### config.mk
export PLATFORM = sky130hd
export DESIGN_NAME = deck_shuffler
export DESIGN_NICKNAME = d
export VERILOG_FILES = /design/src/rtl/deck_shuffler.sv
export SDC_FILE = /design/constraint.sdc
export NUM_CORES = 1
export LEC_CHECK = 0
export BUFFER_PORTS_ARGS = -buffer_cell sky130_fd_sc_hd__buf_2
export CAP_MARGIN = 5
export CORE_MARGIN = 2
export CORE_UTILIZATION = 34
export CTS_CLUSTER_SIZE = 25
export DETAILED_ROUTE_END_ITERATION = 7
export MAX_ROUTING_LAYER = met4
export SYNTH_ARGS = -nofsm -noshare
export SYNTH_HDL_FRONTEND = slang
export SYNTH_SLANG_ARGS = --single-unit
### constraint.sdc
create_clock -name clock -period 6.9 [get_ports clock]
set_clock_uncertainty 0.15 [all_clocks]
set_input_delay 0.345 -clock clock [delete_from_list [all_inputs] [get_ports clock]]
set_output_delay 0.345 -clock clock [all_outputs]
set_load 0.03 [all_outputs]
### src/rtl/deck_shuffler.sv
// deck_shuffler: in-place shuffler for a card deck held in an external
// single-port synchronous RAM (1-cycle read latency). For each position i
// it picks a partner j and swaps the two words: read i, read j, capture,
// write i, write j, step. Each swap is 6 cycles.
//
// Optional feature macro: SHUFFLER_LFSR_EN
//   defined   -> 16-bit Galois LFSR present; mode=1 selects random partners
//   undefined -> no LFSR; mode is ignored and stride partners are always used
//
// Handshake: start is a level request. It is sampled in IDLE, must stay high
// until finish, and must drop for at least one cycle before a new shuffle.
// Dropping start aborts only in RD_A, NEXT and DONE, so a swap that has begun
// always completes and the RAM keeps holding a permutation.
// dbg_state exposes the FSM state for observation.
module deck_shuffler #(
    parameter int          DECK_SIZE = 52,
    parameter int          ADDR_W    = 6,
    parameter int          DATA_W    = 4,
    parameter int          STRIDE    = 36,
    parameter logic [15:0] SEED      = 16'hACE1
) (
    input  logic              clock,
    input  logic              reset_n,
    input  logic              start,
    input  logic              mode,
    input  logic [DATA_W-1:0] mem_rdata,
    output logic [ADDR_W-1:0] mem_addr,
    output logic [DATA_W-1:0] mem_wdata,
    output logic              mem_wren,
    output logic              mem_rd_en,
    output logic              busy,
    output logic [ADDR_W-1:0] pos,
    output logic              finish,
    output logic [2:0]        dbg_state
);

    typedef enum logic [2:0] {
        IDLE  = 3'd0,
        RD_A  = 3'd1,
        RD_B  = 3'd2,
        CAP_B = 3'd3,
        WR_I  = 3'd4,
        WR_J  = 3'd5,
        NEXT  = 3'd6,
        DONE  = 3'd7
    } state_t;

    // Sums are formed one bit wider than the address so they cannot wrap.
    localparam logic [ADDR_W:0]   DECK_X   = (ADDR_W+1)'(DECK_SIZE);
    localparam logic [ADDR_W:0]   STRIDE_X = (ADDR_W+1)'(STRIDE);
    localparam logic [ADDR_W-1:0] STRIDE_A = ADDR_W'(STRIDE);
    localparam logic [ADDR_W-1:0] LAST_I   = ADDR_W'(DECK_SIZE - 1);

    state_t              state;
    state_t              state_nx;
    logic [ADDR_W-1:0]   i;
    logic [ADDR_W-1:0]   j;
    logic [DATA_W-1:0]   card_a;
    logic [DATA_W-1:0]   card_b;
    logic                load_first;
    logic                load_next;
    logic                cap_a;
    logic                cap_b;
    logic [ADDR_W:0]     stride_sum;
    logic [ADDR_W-1:0]   stride_next;
    logic [ADDR_W-1:0]   first_j;
    logic [ADDR_W-1:0]   next_j;

    // Stride partner: j + STRIDE folded back into 0..DECK_SIZE-1.
    always_comb begin
        stride_sum  = {1'b0, j} + STRIDE_X;
        stride_next = (stride_sum >= DECK_X) ? ADDR_W'(stride_sum - DECK_X)
                                             : stride_sum[ADDR_W-1:0];
    end

`ifdef SHUFFLER_LFSR_EN
    localparam logic [15:0] SEED_EFF = (SEED == 16'h0) ? 16'h0001 : SEED;

    logic [15:0]       lfsr;
    logic              mode_q;
    logic [ADDR_W:0]   rand_x;
    logic [ADDR_W-1:0] rand_j;

    // Free-running Galois LFSR, taps 0xB400; advances every cycle out of reset.
    always_ff @(posedge clock or negedge reset_n) begin
        if (!reset_n) lfsr <= SEED_EFF;
        else          lfsr <= {1'b0, lfsr[15:1]} ^ (lfsr[0] ? 16'hB400 : 16'h0000);
    end

    // Mode is latched when a shuffle is accepted and held for the whole pass.
    always_ff @(posedge clock or negedge reset_n) begin
        if (!reset_n)        mode_q <= 1'b0;
        else if (load_first) mode_q <= mode;
    end

    // Random partner: low LFSR bits folded once (2^ADDR_W <= 2*DECK_SIZE).
    always_comb begin
        rand_x  = {1'b0, lfsr[ADDR_W-1:0]};
        rand_j  = (rand_x >= DECK_X) ? ADDR_W'(rand_x - DECK_X) : lfsr[ADDR_W-1:0];
        first_j = mode   ? rand_j : STRIDE_A;
        next_j  = mode_q ? rand_j : stride_next;
    end
`else
    logic [1:0] unused_cfg;
    assign unused_cfg = {mode, ^SEED};

    // Stride-only build: partner selection ignores mode.
    always_comb begin
        first_j = STRIDE_A;
        next_j  = stride_next;
    end
`endif

    // FSM state register.
    always_ff @(posedge clock or negedge reset_n) begin
        if (!reset_n) state <= IDLE;
        else          state <= state_nx;
    end

    // Next state, datapath strobes and RAM/status outputs decoded from state.
    always_comb begin
        state_nx   = state;
        mem_addr   = '0;
        mem_wdata  = '0;
        mem_wren   = 1'b0;
        mem_rd_en  = 1'b0;
        busy       = 1'b1;
        finish     = 1'b0;
        load_first = 1'b0;
        load_next  = 1'b0;
        cap_a      = 1'b0;
        cap_b      = 1'b0;
        case (state)
            IDLE: begin
                busy = 1'b0;
                if (start) begin
                    load_first = 1'b1;
                    state_nx   = RD_A;
                end
            end
            RD_A: begin
                mem_addr  = i;
                mem_rd_en = 1'b1;
                state_nx  = start ? RD_B : IDLE;
            end
            RD_B: begin
                mem_addr  = j;
                mem_rd_en = 1'b1;
                cap_a     = 1'b1;
                state_nx  = CAP_B;
            end
            CAP_B: begin
                cap_b    = 1'b1;
                state_nx = WR_I;
            end
            WR_I: begin
                mem_addr  = i;
                mem_wdata = card_b;
                mem_wren  = 1'b1;
                state_nx  = WR_J;
            end
            WR_J: begin
                mem_addr  = j;
                mem_wdata = card_a;
                mem_wren  = 1'b1;
                state_nx  = NEXT;
            end
            NEXT: begin
                if (!start) begin
                    state_nx = IDLE;
                end else if (i == LAST_I) begin
                    state_nx = DONE;
                end else begin
                    load_next = 1'b1;
                    state_nx  = RD_A;
                end
            end
            DONE: begin
                busy   = 1'b0;
                finish = 1'b1;
                if (!start) state_nx = IDLE;
            end
            default: state_nx = IDLE;
        endcase
    end

    // Position/partner counters and the two captured cards.
    always_ff @(posedge clock or negedge reset_n) begin
        if (!reset_n) begin
            i      <= '0;
            j      <= '0;
            card_a <= '0;
            card_b <= '0;
        end else begin
            if (load_first) begin
                i <= '0;
                j <= first_j;
            end else if (load_next) begin
                i <= i + ADDR_W'(1);
                j <= next_j;
            end
            if (cap_a) card_a <= mem_rdata;
            if (cap_b) card_b <= mem_rdata;
        end
    end

    assign pos       = i;
    assign dbg_state = state;

endmodule

==> impl_metrics.sql <==
INSERT INTO impl_metrics (metric_group, metric, value, unit) VALUES
('detailed_routing', 'drcViolationCount', '0', ''),
('sta', 'worst_hold_slack_after_final_layout', '0.169', 'ns'),
('synthesis', 'netlist.top_cell.by_area', 'sky130_fd_sc_hd__dfrtp_1', ''),
('synthesis', 'synth_ff_type', 'sky130_fd_sc_hd__dfrtp_1', ''),
('cts', 'worstSkewPairLatency', '0.26', 'ns'),
('cts', 'cts.clk_slew.worst_paths', '0.08', 'ns'),
('sta', 'maximum_clock_frequency', '350', 'MHz'),
('setup_path', 'nature_of_the_critical_path_endpoint', 'primary output', ''),
('flow_run', 'max_cap_violations', '0', ''),
('synthesis', 'net_count_after_synthesis', '177', ''),
('setup_path', 'cp_max_fo', '23', ''),
('run_status', 'status', 'finished, final reports clean', ''),
('global_routing', 'grt_pass1_vias', '1183', ''),
('floorplanning', 'io-pin-count', '31', ''),
('floorplanning', 'coreArea', '0.00435', 'mm²'),
('cts', 'clock_tree_from_tritoncts', 'yes', ''),
('synthesis', 'synth_top_cells_by_area', 'sky130_fd_sc_hd__dfrtp_1 34%, sky130_fd_sc_hd__mux2_2 7.3%, sky130_fd_sc_hd__xnor2_1 4.0%', ''),
('global_routing', 'largest_net_degree_at_the_start_of_global_routing', '24', ''),
('sta', 'report.final.slew_viol_count', '0', ''),
('detailed_routing', 'finalWirelength', '3280', 'µm'),
('place', 'place_worst_setup_slack', '4.33', 'ns'),
('detailed_routing', 'route.antenna.remaining_nets', '0', ''),
('synthesis', 'synth.ff_latch_count', '21', ''),
('setup_path', 'startpoint_type', 'flip-flop', ''),
('cts', 'cts_inserted_buffers', '3', ''),
('finish', 'diodes', '0', ''),
('finish', 'final_area', '0.00172', 'mm²'),
('floorplanning', 'initial_core_util', '35.3', '%'),
('detailed_routing', 'drt_pre_antenna_iters', '4', ''),
('synthesis', 'synth_async_sr_flop_share', '100', '%'),
('place', 'postPlaceCellArea', '0.00167', 'mm²'),
('sta', 'setup_violations', '0', ''),
('synthesis', 'syn_avg_cell_area', '9.33', 'µm²'),
('finish', 'final_layout_size_suffix_gt1_share', '29.3', '%'),
('global_routing', 'grt_pass1_wl', '5590', 'µm'),
('floorplanning', 'die_area', '0.00508', 'mm²'),
('power_and_ir_drop', 'fin_total_pwr', '0.000784', 'W'),
('sta', 'finalHoldViolCount', '0', ''),
('place', 'gpl_congestion', '0.792', ''),
('synthesis', 'synth_common_cells', '21 x sky130_fd_sc_hd__dfrtp_1, 15 x sky130_fd_sc_hd__nor2_1, 14 x sky130_fd_sc_hd__nand2_1', ''),
('detailed_routing', 'drt-vias-per-instance', '5.27', ''),
('cts', 'cts_max_path_buffers', '2', ''),
('synthesis', 'synth-warning-count', '0', ''),
('sta', 'post-route-min-period', '2.86', 'ns'),
('floorplanning', 'chipWidth', '71.3', 'µm'),
('sta', 'fin_crit_sh', '41.4', '%'),
('detailed_routing', 'drt-wirelength-per-cell', '13.7', 'µm'),
('synthesis', 'yosysSeqAreaShare', '34.1', '%'),
('setup_path', 'worst_setup_path_category', 'reg2out', ''),
('synthesis', 'netlist.area_leader.share', '34.1', '%'),
('place', 'post-dp-hpwl', '2300', 'µm'),
('cts', 'clock-sinks', '21', ''),
('power_and_ir_drop', 'cellPowerDensity', '454', 'mW/mm²'),
('synthesis', 'post_synth_inst_count', '165', ''),
('sta', 'aggregate_negative_setup_slack', '0', 'ns'),
('global_routing', 'globalRouteTotalUtil', '13.9', '%'),
('power_and_ir_drop', 'p_leak', '0.769', 'nW'),
('synthesis', 'synth_enable_flop_cells', '0', ''),
('setup_path', 'worst_ep_required', '6.40', 'ns'),
('place', 'numPortBuffers', '29', ''),
('global_routing', 'antenna_found_initial', '0', ''),
('sta', 'worst_pin_slew', '0.770', 'ns'),
('detailed_routing', 'dr.first_iter.drc_count', '91', ''),
('cts', 'cts_htree_levels', '1', ''),
('global_routing', 'grt_overflow', '0', ''),
('setup_path', 'crit_path_arrival_time', '2.36', 'ns'),
('sta', 'unrepaired_setup_endpoints_after_global_routing', 'no', ''),
('cts', 'clock-root-buffer', 'sky130_fd_sc_hd__clkbuf_8', ''),
('hold_path', 'worst_hold_path_class', 'in2reg', ''),
('power_and_ir_drop', 'ir_worst_vdd', '0.272', 'mV'),
('synthesis', 'synth.lib_cells_used.distinct', '47', ''),
('finish', 'filler_cell_count', '432', ''),
('synthesis', 'mappedNetlistArea', '0.00154', 'mm²'),
('synthesis', 'synth_most_common_cell', 'sky130_fd_sc_hd__dfrtp_1', ''),
('finish', 'flow.area_growth_from_synthesis', '12.0', '%'),
('floorplanning', 'rows', '24', ''),
('sta', 'final_critical_path_setup_slack', '4.04', 'ns'),
('finish', 'layout.nets', '201', ''),
('detailed_routing', 'overall_via_count_from_detail_route', '1265', ''),
('sta', 'worst_slew_margin_rel', '48.7', '%'),
('floorplanning', 'fp.dieH', '71.3', 'µm');
[where the power goes]
part | total [W] | switching (W) | internal (W) | leakage (nW)
clock network | 0.0000833 | 0.0000430 | 0.0000403 | 0.0255
logic | 0.000435 | 0.000254 | 0.000181 | 0.482
registers | 0.000266 | 0.0000977 | 0.000168 | 0.261
[layer usage]
layer	routed length (µm)	GRT usage [%]
met2	1490	20.0
met5	0	-
met1	1600	20.1
met3	182	3.38
met4	8	2.52
[critical path, cell delays in order (launching register included)]
cell and delay [ns]:
sky130_fd_sc_hd__dfrtp_1 0.67, sky130_fd_sc_hd__nand2b_1 0.32, sky130_fd_sc_hd__nor2_1 0.50, sky130_fd_sc_hd__a21oi_1 0.13
sky130_fd_sc_hd__o21ai_0 0.23, sky130_fd_sc_hd__buf_2 0.23
[path summary, 6_finish.rpt]
kind / to / cells after the start / startpoint / slack, ns
worst max-delay path: mem_addr[2] / 5 / dbg_state[0]$_DFFE_PN0P_ / 4.04
worst min-delay path: card_b[0]$_DFFE_PN0N_ / 2 / mem_rdata[0] / 0.17
worst max register to register: j[4]$_DFFE_PN0P_ / 6 / j[3]$_DFFE_PN0P_ / 4.65
worst min register to register: card_b[2]$_DFFE_PN0N_ / 1 / card_b[2]$_DFFE_PN0N_ / 0.36
max in group asynchronous: j[3]$_DFFE_PN0P_ / 2 / reset_n / 5.85
min in group asynchronous: card_a[3]$_DFFE_PN0P_ / 2 / reset_n / 0.41
[sequential cells by signal (all words and copies together) (netlist names)]
| name | flops |
|---|---|
| card_a | 4 |
| card_b | 4 |
| dbg_state | 3 |
| j | 4 |
| pos | 6 |
[kinds of logic after synthesis]
family                     count (synthesis)  share of synthesized area (%)
and+or+nand+nor                           60                           22.4
AOI/OAI and AO/OA                         40                           18.7
DFF                                       21                           34.1
buffers and inverters                     18                           6.99
muxes                                     15                           10.6
xor gates and xnor gates                   7                           3.98
adders and majority gates                  4                           3.25
[layout make-up]
class                   count  area, µm²  share of cell area [%]
clock buffers               3       41.3                    2.39
clock inverters             1       5.00                   0.290
inverters                   7       26.3                    1.52
multi-input cells         126        906                    52.5
flip-flops and latches     21        526                    30.5
well taps                  52       65.1                    3.77
repair buffers             30        155                    9.00
[timing repair]
action / in CTS / in global routing
resized for setup: 0 / 0
setup buffers: 0 / 0
hold buffers: 1 / 0
endpoints found under the hold margin: 21 / 0
[through the flow]
stage               cells  util [%]
detailed placement    235      38.3
global placement      235      38.3
floorplan             165         -
global route          240      39.6
CTS                   240      39.6
finish                240      39.6
[placed cells by master, fill, tap and decap left out, types with 2 or more instances in the layout]
master                      instances
sky130_fd_sc_hd__ha_1               4
sky130_fd_sc_hd__buf_2             29
sky130_fd_sc_hd__and2_1             2
sky130_fd_sc_hd__inv_1              7
sky130_fd_sc_hd__clkbuf_8           3
sky130_fd_sc_hd__nand2_1           14
sky130_fd_sc_hd__dfrtp_1           21
sky130_fd_sc_hd__xnor2_1            7
sky130_fd_sc_hd__mux2_2            10
sky130_fd_sc_hd__nor2_1            15
sky130_fd_sc_hd__mux2i_1            5
sky130_fd_sc_hd__a21oi_1           10
sky130_fd_sc_hd__o211ai_1           4
sky130_fd_sc_hd__a2111oi_2          2
sky130_fd_sc_hd__nand3_1            7
sky130_fd_sc_hd__nor2b_1            3
sky130_fd_sc_hd__nor3_1             2
sky130_fd_sc_hd__a211oi_1           3
sky130_fd_sc_hd__nand3b_1           2
sky130_fd_sc_hd__a22oi_1            3
sky130_fd_sc_hd__o21ai_0            8
sky130_fd_sc_hd__nand2b_1           3
Note: power is estimated with default switching activity, not from simulation.
